==> src/rtl/uart_rx_deframer.sv <==
// uart_rx_deframer: oversampling UART receiver, recovers 8N1 frames onto an AXI-stream byte port.
// Define UART_RX_PARITY_EN to expect an even-parity bit between the data bits and the stop bit.
module uart_rx_deframer #(
  parameter int DATA_WIDTH  = 8,
  parameter int SYNC_STAGES = 2
) (
  input  logic                  clk,
  input  logic                  reset,
  input  logic                  rxd,
  input  logic [15:0]           prescale,
  output logic [DATA_WIDTH-1:0] m_axis_tdata,
  output logic                  m_axis_tvalid,
  input  logic                  m_axis_tready,
  output logic                  busy,
  output logic                  frame_error,
  output logic                  overrun_error,
  output logic                  parity_error
);

  localparam int CNT_W = 19;
  localparam int BIT_W = $clog2(DATA_WIDTH + 1);

  typedef enum logic [2:0] {
    ST_IDLE,
    ST_START,
    ST_DATA,
`ifdef UART_RX_PARITY_EN
    ST_PARITY,
`endif
    ST_STOP
  } state_e;

  logic [SYNC_STAGES-1:0] sync_q, sync_d;
  state_e                 state_q, state_d;
  logic [CNT_W-1:0]       cnt_q, cnt_d;
  logic [15:0]            p_q, p_d;
  logic [BIT_W-1:0]       bit_cnt_q, bit_cnt_d;
  logic [DATA_WIDTH-1:0]  shift_q, shift_d;
  logic [DATA_WIDTH-1:0]  tdata_q, tdata_d;
  logic                   tvalid_q, tvalid_d;
  logic                   busy_q, busy_d;
  logic                   frame_err_q, frame_err_d;
  logic                   overrun_q, overrun_d;
`ifdef UART_RX_PARITY_EN
  logic                   par_bad_q, par_bad_d;
  logic                   parity_err_q, parity_err_d;
`endif

  logic                   rxs;
  logic                   sample;
  logic                   good;
  logic [15:0]            p_eff;
  logic [CNT_W-1:0]       half_load;
  logic [CNT_W-1:0]       bit_load;

  assign rxs       = sync_q[SYNC_STAGES-1];
  assign sync_d    = {sync_q[SYNC_STAGES-2:0], rxd};
  assign sample    = (cnt_q == '0);
  // A zero prescale would never reach a sample point, so it runs as prescale 1.
  assign p_eff     = (prescale == 16'd0) ? 16'd1 : prescale;
  assign half_load = CNT_W'({p_eff, 2'b00}) - CNT_W'(1);
  assign bit_load  = CNT_W'({p_q, 3'b000}) - CNT_W'(1);

  always_comb begin
    // NOTE: every signal assigned here gets a default first, otherwise paths that skip it infer latches.
    state_d     = state_q;
    cnt_d       = cnt_q;
    p_d         = p_q;
    bit_cnt_d   = bit_cnt_q;
    shift_d     = shift_q;
    tdata_d     = tdata_q;
    tvalid_d    = tvalid_q & ~m_axis_tready;
    busy_d      = busy_q;
    frame_err_d = 1'b0;
    overrun_d   = 1'b0;
    good        = 1'b0;
`ifdef UART_RX_PARITY_EN
    par_bad_d    = par_bad_q;
    parity_err_d = 1'b0;
`endif

    unique case (state_q)
      ST_IDLE: begin
        busy_d = 1'b0;
        if (!rxs) begin
          p_d       = p_eff;
          cnt_d     = half_load;
          bit_cnt_d = '0;
          busy_d    = 1'b1;
          state_d   = ST_START;
`ifdef UART_RX_PARITY_EN
          par_bad_d = 1'b0;
`endif
        end
      end

      ST_START: begin
        if (sample) begin
          if (rxs) begin
            state_d = ST_IDLE;
            busy_d  = 1'b0;
          end else begin
            cnt_d   = bit_load;
            state_d = ST_DATA;
          end
        end else begin
          cnt_d = cnt_q - CNT_W'(1);
        end
      end

      ST_DATA: begin
        if (sample) begin
          shift_d   = {rxs, shift_q[DATA_WIDTH-1:1]};
          bit_cnt_d = bit_cnt_q + BIT_W'(1);
          cnt_d     = bit_load;
          if (bit_cnt_q == BIT_W'(DATA_WIDTH - 1)) begin
`ifdef UART_RX_PARITY_EN
            state_d = ST_PARITY;
`else
            state_d = ST_STOP;
`endif
          end
        end else begin
          cnt_d = cnt_q - CNT_W'(1);
        end
      end

`ifdef UART_RX_PARITY_EN
      ST_PARITY: begin
        if (sample) begin
          par_bad_d = rxs ^ (^shift_q);
          cnt_d     = bit_load;
          state_d   = ST_STOP;
        end else begin
          cnt_d = cnt_q - CNT_W'(1);
        end
      end
`endif

      ST_STOP: begin
        if (sample) begin
          // Back to IDLE at mid-stop; IDLE simply waits out the rest of the stop bit.
          state_d     = ST_IDLE;
          busy_d      = 1'b0;
          frame_err_d = ~rxs;
`ifdef UART_RX_PARITY_EN
          parity_err_d = par_bad_q;
          good         = rxs & ~par_bad_q;
`else
          good         = rxs;
`endif
          if (good) begin
            tdata_d   = shift_q;
            tvalid_d  = 1'b1;
            overrun_d = tvalid_q & ~m_axis_tready;
          end
        end else begin
          cnt_d = cnt_q - CNT_W'(1);
        end
      end

      default: begin
        state_d = ST_IDLE;
        busy_d  = 1'b0;
      end
    endcase
  end

  // NOTE: state updates use non-blocking assignments so every flop samples pre-edge values.
  always_ff @(posedge clk or negedge reset) begin
    if (!reset) begin
      sync_q       <= '1;
      state_q      <= ST_IDLE;
      cnt_q        <= '0;
      p_q          <= 16'd1;
      bit_cnt_q    <= '0;
      shift_q      <= '0;
      tdata_q      <= '0;
      tvalid_q     <= 1'b0;
      busy_q       <= 1'b0;
      frame_err_q  <= 1'b0;
      overrun_q    <= 1'b0;
`ifdef UART_RX_PARITY_EN
      par_bad_q    <= 1'b0;
      parity_err_q <= 1'b0;
`endif
    end else begin
      sync_q       <= sync_d;
      state_q      <= state_d;
      cnt_q        <= cnt_d;
      p_q          <= p_d;
      bit_cnt_q    <= bit_cnt_d;
      shift_q      <= shift_d;
      tdata_q      <= tdata_d;
      tvalid_q     <= tvalid_d;
      busy_q       <= busy_d;
      frame_err_q  <= frame_err_d;
      overrun_q    <= overrun_d;
`ifdef UART_RX_PARITY_EN
      par_bad_q    <= par_bad_d;
      parity_err_q <= parity_err_d;
`endif
    end
  end

  assign m_axis_tdata  = tdata_q;
  assign m_axis_tvalid = tvalid_q;
  assign busy          = busy_q;
  assign frame_error   = frame_err_q;
  assign overrun_error = overrun_q;
`ifdef UART_RX_PARITY_EN
  assign parity_error  = parity_err_q;
`else
  assign parity_error  = 1'b0;
`endif

endmodule

==> config.mk <==
export PLATFORM = sky130hd
export DESIGN_NAME = uart_rx_deframer
export DESIGN_NICKNAME = d
export VERILOG_FILES = /design/src/rtl/uart_rx_deframer.sv
export SDC_FILE = /design/constraint.sdc
export NUM_CORES = 1
export LEC_CHECK = 0
export ABC_AREA = 1
export CORE_MARGIN = 2
export CORE_UTILIZATION = 55
export CTS_BUF_LIST = sky130_fd_sc_hd__clkbuf_2 sky130_fd_sc_hd__clkbuf_4 sky130_fd_sc_hd__clkbuf_8
export DETAILED_ROUTE_END_ITERATION = 8
export PLACE_DENSITY = 0.78
export SLEW_MARGIN = 30
export SYNTH_ARGS = -nofsm -noshare
export SYNTH_HDL_FRONTEND = slang
export SYNTH_SLANG_ARGS = --single-unit
export TNS_END_PERCENT = 5
==> constraint.sdc <==
create_clock -name clk -period 2.04 [get_ports clk]
set_clock_uncertainty 0.1 [all_clocks]
set_input_delay 0.51 -clock clk [delete_from_list [all_inputs] [get_ports clk]]
set_output_delay 0.51 -clock clk [all_outputs]
set_load 0.03 [all_outputs]
==> flow_summary_export.csv, run 1 <==
group,metric,value,unit
timing,period_share,98.2,%
die,rows,31,
synthesis,synth-warning-count,0,
synthesis,synth_edf_count,0,
placement,hpwl,8.98,mm
placement,pre_cts_slack,-0.528,ns
setup_path,crit_path_cell_trace,"clkdlybuf4s50_1",
global_routing,grt_use_total,29.9,%
timing,whs,0.0585,ns
timing,final.setup.tns,0,ns
global_routing,grt_pass1_vias,4037,
finish,drive_above_1_share,19.9,%
setup_path,cp-end-kind,"output pin",
setup_path,cp_num_buf_inv,1,
timing,rsz0062_at_grt,"true",
clock_tree,cts_tree,"built",
detailed_routing,routed_via_density,5.45,
power_and_ir_drop,power.density,1320,nW/um2
synthesis,synth_nets,638,
timing,finalSetupViolations,0,
detailed_routing,drc_errors,0,
die,dieArea,8360,um2
clock_tree,holdBufCountCts,0,
timing,setup_ws,0.0376,ns
finish,nets,721,
detailed_routing,antenna_left,0,
synthesis,synthCells,610,
timing,fmax,499,MHz
setup_path,cp_slowest_stage_delay,0.67,ns
finish,fin_util,74.3,%
placement,port_buffers,31,
die,die_height,91.4,um
die,initial_utilization,57.3,%
power_and_ir_drop,peakVddDrop,1350,uV
clock_tree,numCtsBuffers,9,
finish,syn2layout_area_growth,29.6,%
timing,hold_violations,0,
die,io_pins,33,
setup_path,worstSetupStartpointType,"flop",
setup_path,critical_path_class,"reg2out",
detailed_routing,initialDrtViolationCount,313,
power_and_ir_drop,power_leakage,0.00271,uW
synthesis,synth_cell_types,41,
finish,n_fill_cell,558,
synthesis,syn_area,4200,um2
setup_path,crit_family,"buffers and inverters",
synthesis,ys_ff_latch,63,
synthesis,synth-main-ff-cell,"dfrtp_1",
global_routing,antenna_found_initial,1,
die,coreArea,7330,um2
detailed_routing,first_pass_iters,5,
placement,place.gp.congestion,0.994,
setup_path,worst-path-max-fanout,2,
timing,slew_headroom,59.6,%
detailed_routing,vias,4341,
global_routing,grt_pass1_wl,19.7,mm
global_routing,grt_max_degree,29,
clock_tree,clockBufferDepth,2,
clock_tree,htreeDepth,3,
hold_path,min-delay-path-class,"in2async",
clock_tree,path_clk_slew,0.08,ns
clock_tree,insertion_delay,0.36,ns
setup_path,critPathRequiredTime,1.43,ns
run,cap_violations,0,
timing,maxSlewViolCount,0,
clock_tree,root_buffer,"clkbuf_8",
detailed_routing,wl,12.1,mm
finish,antenna_cells,0,
synthesis,avgSynthCellArea,6.89,um2
global_routing,overflow,0,
clock_tree,clkSinkCount,63,
setup_path,worstPathArrival,1.39,ns
detailed_routing,wl_per_cell,15.1,um
timing,final.min_clock_period,2.00,ns
setup_path,crit_path_top_delay_cell,"clkdlybuf4s50_1",
synthesis,synthArstFlopShare,100,%
outcome,outcome,"complete, no violations",
synthesis,synth-seq-area-share,37.6,%
timing,worstMarginPinSlew,0.605,ns
die,die_x,91.4,um
==> repair_timing <==
action | CTS | global route
pin swaps | 4 | 12
resized for setup | 14 | 44
endpoints found under the setup margin | 19 | 44
buffers inserted | 1 | 3
==> through the flow <==
step / cells / area, um2 / total power, uW
floorplan: 610 / 4240 / 4540
global placement: 777 / 5030 / 5590
detailed placement: 777 / 5030 / 5690
CTS: 794 / 5290 / 7020
global route: 797 / 5450 / 7680
finish: 797 / 5450 / 7170
==> metal layers <==
layer | vias up | global-route usage [%] | part of all wire, %
met4 | 2 | 10.9 | 2.1
met2 | 182 | 46.3 | 46
met1 | 2024 | 41.8 | 44
met5 | - | 0 | 0.091
li1 | 2108 | - | -
met3 | 25 | 5.39 | 8.0
==> final cells by class <==
class | instances | area, um2 | share of cell area, %
clock inverter | 7 | 104 | 1.91
multi-input combinational | 467 | 2450 | 45.0
tap | 99 | 124 | 2.27
clock buffer | 9 | 124 | 2.27
sequential | 63 | 1580 | 29.0
inverter | 63 | 236 | 4.34
timing repair buffer | 89 | 828 | 15.2
==> path summary, 6_finish.rpt <==
kind,startpoint,end,slack [ns],depth (start not counted)
setup / recovery,busy,busy,0.04,1
hold / removal,reset,p_q[9],0.06,1
setup reg to reg,cnt_q[0],cnt_q[18],0.10,10
hold reg to reg,sync_q[0],sync_q[1],0.25,0
max in group asynchronous,reset,sync_q[0],1.19,2
min in group clk,sync_q[0],sync_q[1],0.25,0
==> flip-flops by register name (all words and copies together), names as in the netlist <==
register and cells:
cnt_q 19, p_q 16, m_axis_tdata 8, shift_q 8
bit_cnt_q 4, state_q 2, sync_q 2, busy 1
frame_error 1, m_axis_tvalid 1, overrun_error 1
==> cell usage after synthesis, types with 2 or more instances <==
library cell	count	share of area, %
a21oi_1	22	2.6
a21oi_2	2	0.42
buf_2	4	0.48
buf_4	2	0.36
buf_6	3	0.80
clkbuf_1	8	0.71
dfrtp_1	60	36
dfstp_2	3	1.9
ha_1	8	2.4
inv_1	59	5.3
inv_2	3	0.27
nand2_1	180	16
nand3_1	45	5.4
nand3_2	3	0.71
nand3b_1	3	0.54
nand4_1	8	1.2
nor2_1	90	8.0
nor2_2	5	0.74
nor3_1	6	0.71
o211ai_1	4	0.71
o21ai_0	45	5.4
o21ai_1	3	0.36
o21bai_1	4	0.71
o31ai_1	2	0.36
or2_2	3	0.45
xnor2_1	7	1.5
xor2_1	14	2.9
==> report_power, final <==
group	internal [uW]	leakage, uW	total, uW	switching [uW]
registers	1660	0.000800	2100	434
logic	1440	0.00180	3790	2350
clock network	705	0.000115	1270	570
==> placed cells by master, fill, tap and decap left out, types with 6 or more instances in the layout <==
master,instances
nand2_1,173
nor2_1,79
dfrtp_1,60
inv_1,54
buf_4,53
o21ai_0,43
nand3_1,43
a21oi_1,21
dlymetal6s2s_1,15
xor2_1,14
clkdlybuf4s50_1,11
nor2_2,10
inv_2,9
clkbuf_8,9
nand4_1,8
nor2_4,7
nand2_2,6
xnor2_1,6
==> cells by family (layout without fill, tap and decap cells) <==
logic type | count (synthesis) | count (layout) | share of synthesized area, %
simple gates | 349 | 349 | 35.6
compound gates | 87 | 87 | 11.8
buf+inv | 80 | 168 | 7.98
flops | 63 | 63 | 37.6
xor+xnor | 21 | 21 | 4.38
fa+ha+maj | 8 | 8 | 2.38
other cells | 1 | 1 | 0.0892
mux | 1 | 1 | 0.268
No activity file was read; power rests on OpenSTA's default activity.
==> run 2, diff against run 1 <==
--- a/config.mk
+++ b/config.mk
@@ -7,10 +7,10 @@
 export LEC_CHECK = 0
 export ABC_AREA = 1
 export CORE_MARGIN = 2
-export CORE_UTILIZATION = 55
+export CORE_UTILIZATION = 40
 export CTS_BUF_LIST = sky130_fd_sc_hd__clkbuf_2 sky130_fd_sc_hd__clkbuf_4 sky130_fd_sc_hd__clkbuf_8
 export DETAILED_ROUTE_END_ITERATION = 8
-export PLACE_DENSITY = 0.78
+export PLACE_DENSITY = 0.57
 export SLEW_MARGIN = 30
 export SYNTH_ARGS = -nofsm -noshare
 export SYNTH_HDL_FRONTEND = slang
==> constraint.sdc (replaced) <==
create_clock -name clk -period 2.5 [get_ports clk]
set_clock_uncertainty 0.1 [all_clocks]
set_input_delay 0.625 -clock clk [delete_from_list [all_inputs] [get_ports clk]]
set_output_delay 0.625 -clock clk [all_outputs]
set_load 0.03 [all_outputs]
==> run 2 against run 1 <==
Sequential power is 19% lower; cell count is 2.4% higher; first-iteration DRC count is 35% lower; count of clock-buffer cells in the layout stayed put; global-route usage is 8.5 points lower; worst setup slack better by 0.084 ns; flip-flop and latch count stayed put; die area is 36% higher.
==> flow_summary_export.csv, run 2 (same netlist as run 1, synthesis figures left out) <==
group,metric,value,unit
outcome,outcome,"complete, no violations",
global_routing,overflow,0,
finish,top_regs,"cnt_q: 19 flops, p_q: 16 flops",
detailed_routing,top_layer,"met4",
clock_tree,root_buffer,"clkbuf_8",
setup_path,worstSetupStartpointType,"input pin",
finish,regMostFlops,"cnt_q",
placement,placement.cell_area,4900,um2
finish,largest_reg_flops,19,
setup_path,crit_top_cell,"nand2_1",
finish,multi_input_area,2340,um2
clock_tree,numCtsBuffers,9,
setup_path,cp-end-kind,"flop",
power_and_ir_drop,power.density,1080,nW/um2
clock_tree,insertion_delay,0.34,ns
detailed_routing,initialDrtViolationCount,204,
timing,finalSetupViolations,0,
finish,most-common-layout-cells,"178 x nand2_1, 84 x nor2_1, 60 x dfrtp_1",
setup_path,worst-path-max-fanout,4,
setup_path,critPathRequiredTime,2.67,ns
timing,whs,0.191,ns
finish,fin_area,5200,um2
timing,worstMarginPinSlew,0.576,ns
placement,dp.cells,799,
timing,final.min_clock_period,2.38,ns
placement,place.gp.congestion,0.891,
setup_path,ff2ff_path_depth,11,
detailed_routing,wl_met1,5.56,mm
finish,drive_above_1_share,14.3,%
hold_path,min-delay-path-class,"in2async",
timing,hold_violations,0,
power_and_ir_drop,p_seq_share,30.4,%
clock_tree,clkSinkCount,63,
timing,slew_headroom,61.4,%
placement,port_buffers,31,
detailed_routing,wl,11.5,mm
power_and_ir_drop,clock_power_share,19.5,%
global_routing,grt_pass1_vias,3847,
detailed_routing,vias,4089,
setup_path,rr_endpoint,"cnt_q[9]",
detailed_routing,drc_errors,0,
timing,final.setup.tns,0,ns
setup_path,crit_path_cell_trace,"clkdlybuf4s50_1, nor2_2, nand2_1, nor2_4, nand2_1, nand2_1, inv_1, ha_2, nand2_2, buf_6, nor3_2, xor2_1, a21oi_1, a21oi_1",
finish,regArea,1580,um2
timing,maxSlewViolCount,0,
setup_path,crit_path_top_delay_cell,"clkdlybuf4s50_1",
finish,final_common_cell,"nand2_1",
power_and_ir_drop,power_leakage,0.00243,uW
finish,fin_cells,816,
die,rows,37,
setup_path,timing.rr.start,"cnt_q[0]",
detailed_routing,wl_met2,5.30,mm
timing,period_share,95.1,%
global_routing,grt_max_degree,64,
setup_path,worstPathArrival,2.54,ns
clock_tree,clockBufferDepth,2,
setup_path,reg2reg_setup_slack,0.24,ns
power_and_ir_drop,pwr-share-comb,50.1,%
power_and_ir_drop,peakVddDrop,597,uV
finish,fin_util,50.6,%
die,die_height,107,um
finish,n_fill_cell,1043,
detailed_routing,wl_per_cell,14.1,um
power_and_ir_drop,p_int,3040,uW
detailed_routing,routed_via_density,5.01,
power_and_ir_drop,power_switching_share,45.9,%
global_routing,grt_pass1_wl,18.9,mm
clock_tree,cts_tree,"built",
clock_tree,path_clk_slew,0.08,ns
detailed_routing,wl_met3,427,um
finish,antenna_cells,0,
run,cap_violations,0,
finish,syn2layout_area_growth,23.8,%
die,io_pins,33,
die,initial_utilization,40.9,%
die,coreArea,10300,um2
detailed_routing,antenna_left,0,
global_routing,antenna_found_initial,0,
die,dieArea,11300,um2
global_routing,grt_use_total,21.3,%
finish,nets,703,
setup_path,cp_slowest_stage_delay,0.49,ns
clock_tree,htreeDepth,3,
die,die_x,107,um
placement,hpwl,8.67,mm
detailed_routing,first_pass_iters,5,
setup_path,critical_path_class,"in2reg",
power_and_ir_drop,netSwitchingPower,2580,uW
timing,fmax,420,MHz
run 2: cell types whose count changed in the layout (fill, tap and decap cells not counted), moves of 4 or more:
cell | previous run | this run
buf_4 | 53 | 37
clkdlybuf4s50_1 | 11 | 29
dlymetal6s2s_1 | 15 | 1
inv_1 | 54 | 59
inv_2 | 9 | 3
nand2_1 | 173 | 178
nor2_1 | 79 | 84
nor2_4 | 7 | 3
run 2: layout make-up:
cell class              count  share of cell area [%]
multi-input cells         467                    44.9
clock inverters             7                    2.33
repair buffers             71                    12.2
well taps                 136                    3.27
inverters                  63                    4.54
flip-flops and latches     63                    30.4
clock buffers               9                    2.38
run 2: worst max-delay path by stage:
stage / from / to / slack (ns) / cells past startpoint
after CTS: prescale[9] / cnt_q[16] / 0.02 / 16
final: prescale[12] / cnt_q[14] / 0.12 / 14
after global placement: prescale[10] / cnt_q[8] / -0.27 / 15
after floorplan: prescale[4] / cnt_q[16] / 0.16 / 15
after global routing: prescale[13] / cnt_q[14] / -0.06 / 14
after detailed placement: prescale[9] / cnt_q[16] / -0.33 / 16
run 2: stage by stage:
step,total power [uW],setup slack [ns]
2_1_floorplan,3700,0.156
3_3_place_gp,4440,-0.275
3_5_place_dp,4510,-0.326
4_1_cts,5620,0.0232
5_1_grt,6100,-0.0606
6_report,5620,0.122
run 2: metal layers:
layer	up-vias	track usage [%]
met5	-	0
met4	0	5.75
met3	15	4.05
met2	80	34.3
met1	1905	29.5
li1	2089	-
run 2: critical path, delay by kind of cell:
kind                       cells  cell delay [ns]
buffers and inverters          3             0.72
and+or+nand+nor                7             0.61
AOI/OAI and AO/OA              2             0.22
adders and majority gates      1             0.19
xor gates and xnor gates       1             0.18
run 2: repair_timing:
action	in CTS	in global routing
hold buffers	0	0
gates resized for setup	0	19
endpoints found under the setup margin	0	7
buffers inserted	0	1
run 2: power by group through the flow:
| stage | Clock (uW) | Sequential [uW] | Combinational, uW |
|---|---|---|---|
| final | 1100 | 1710 | 2810 |
| after global routing | 1170 | 1750 | 3180 |
| after CTS | 1120 | 1700 | 2800 |
| after detailed placement | 0 | 1720 | 2790 |
| after global placement | 0 | 1710 | 2730 |
| after floorplan | 0 | 1640 | 2060 |
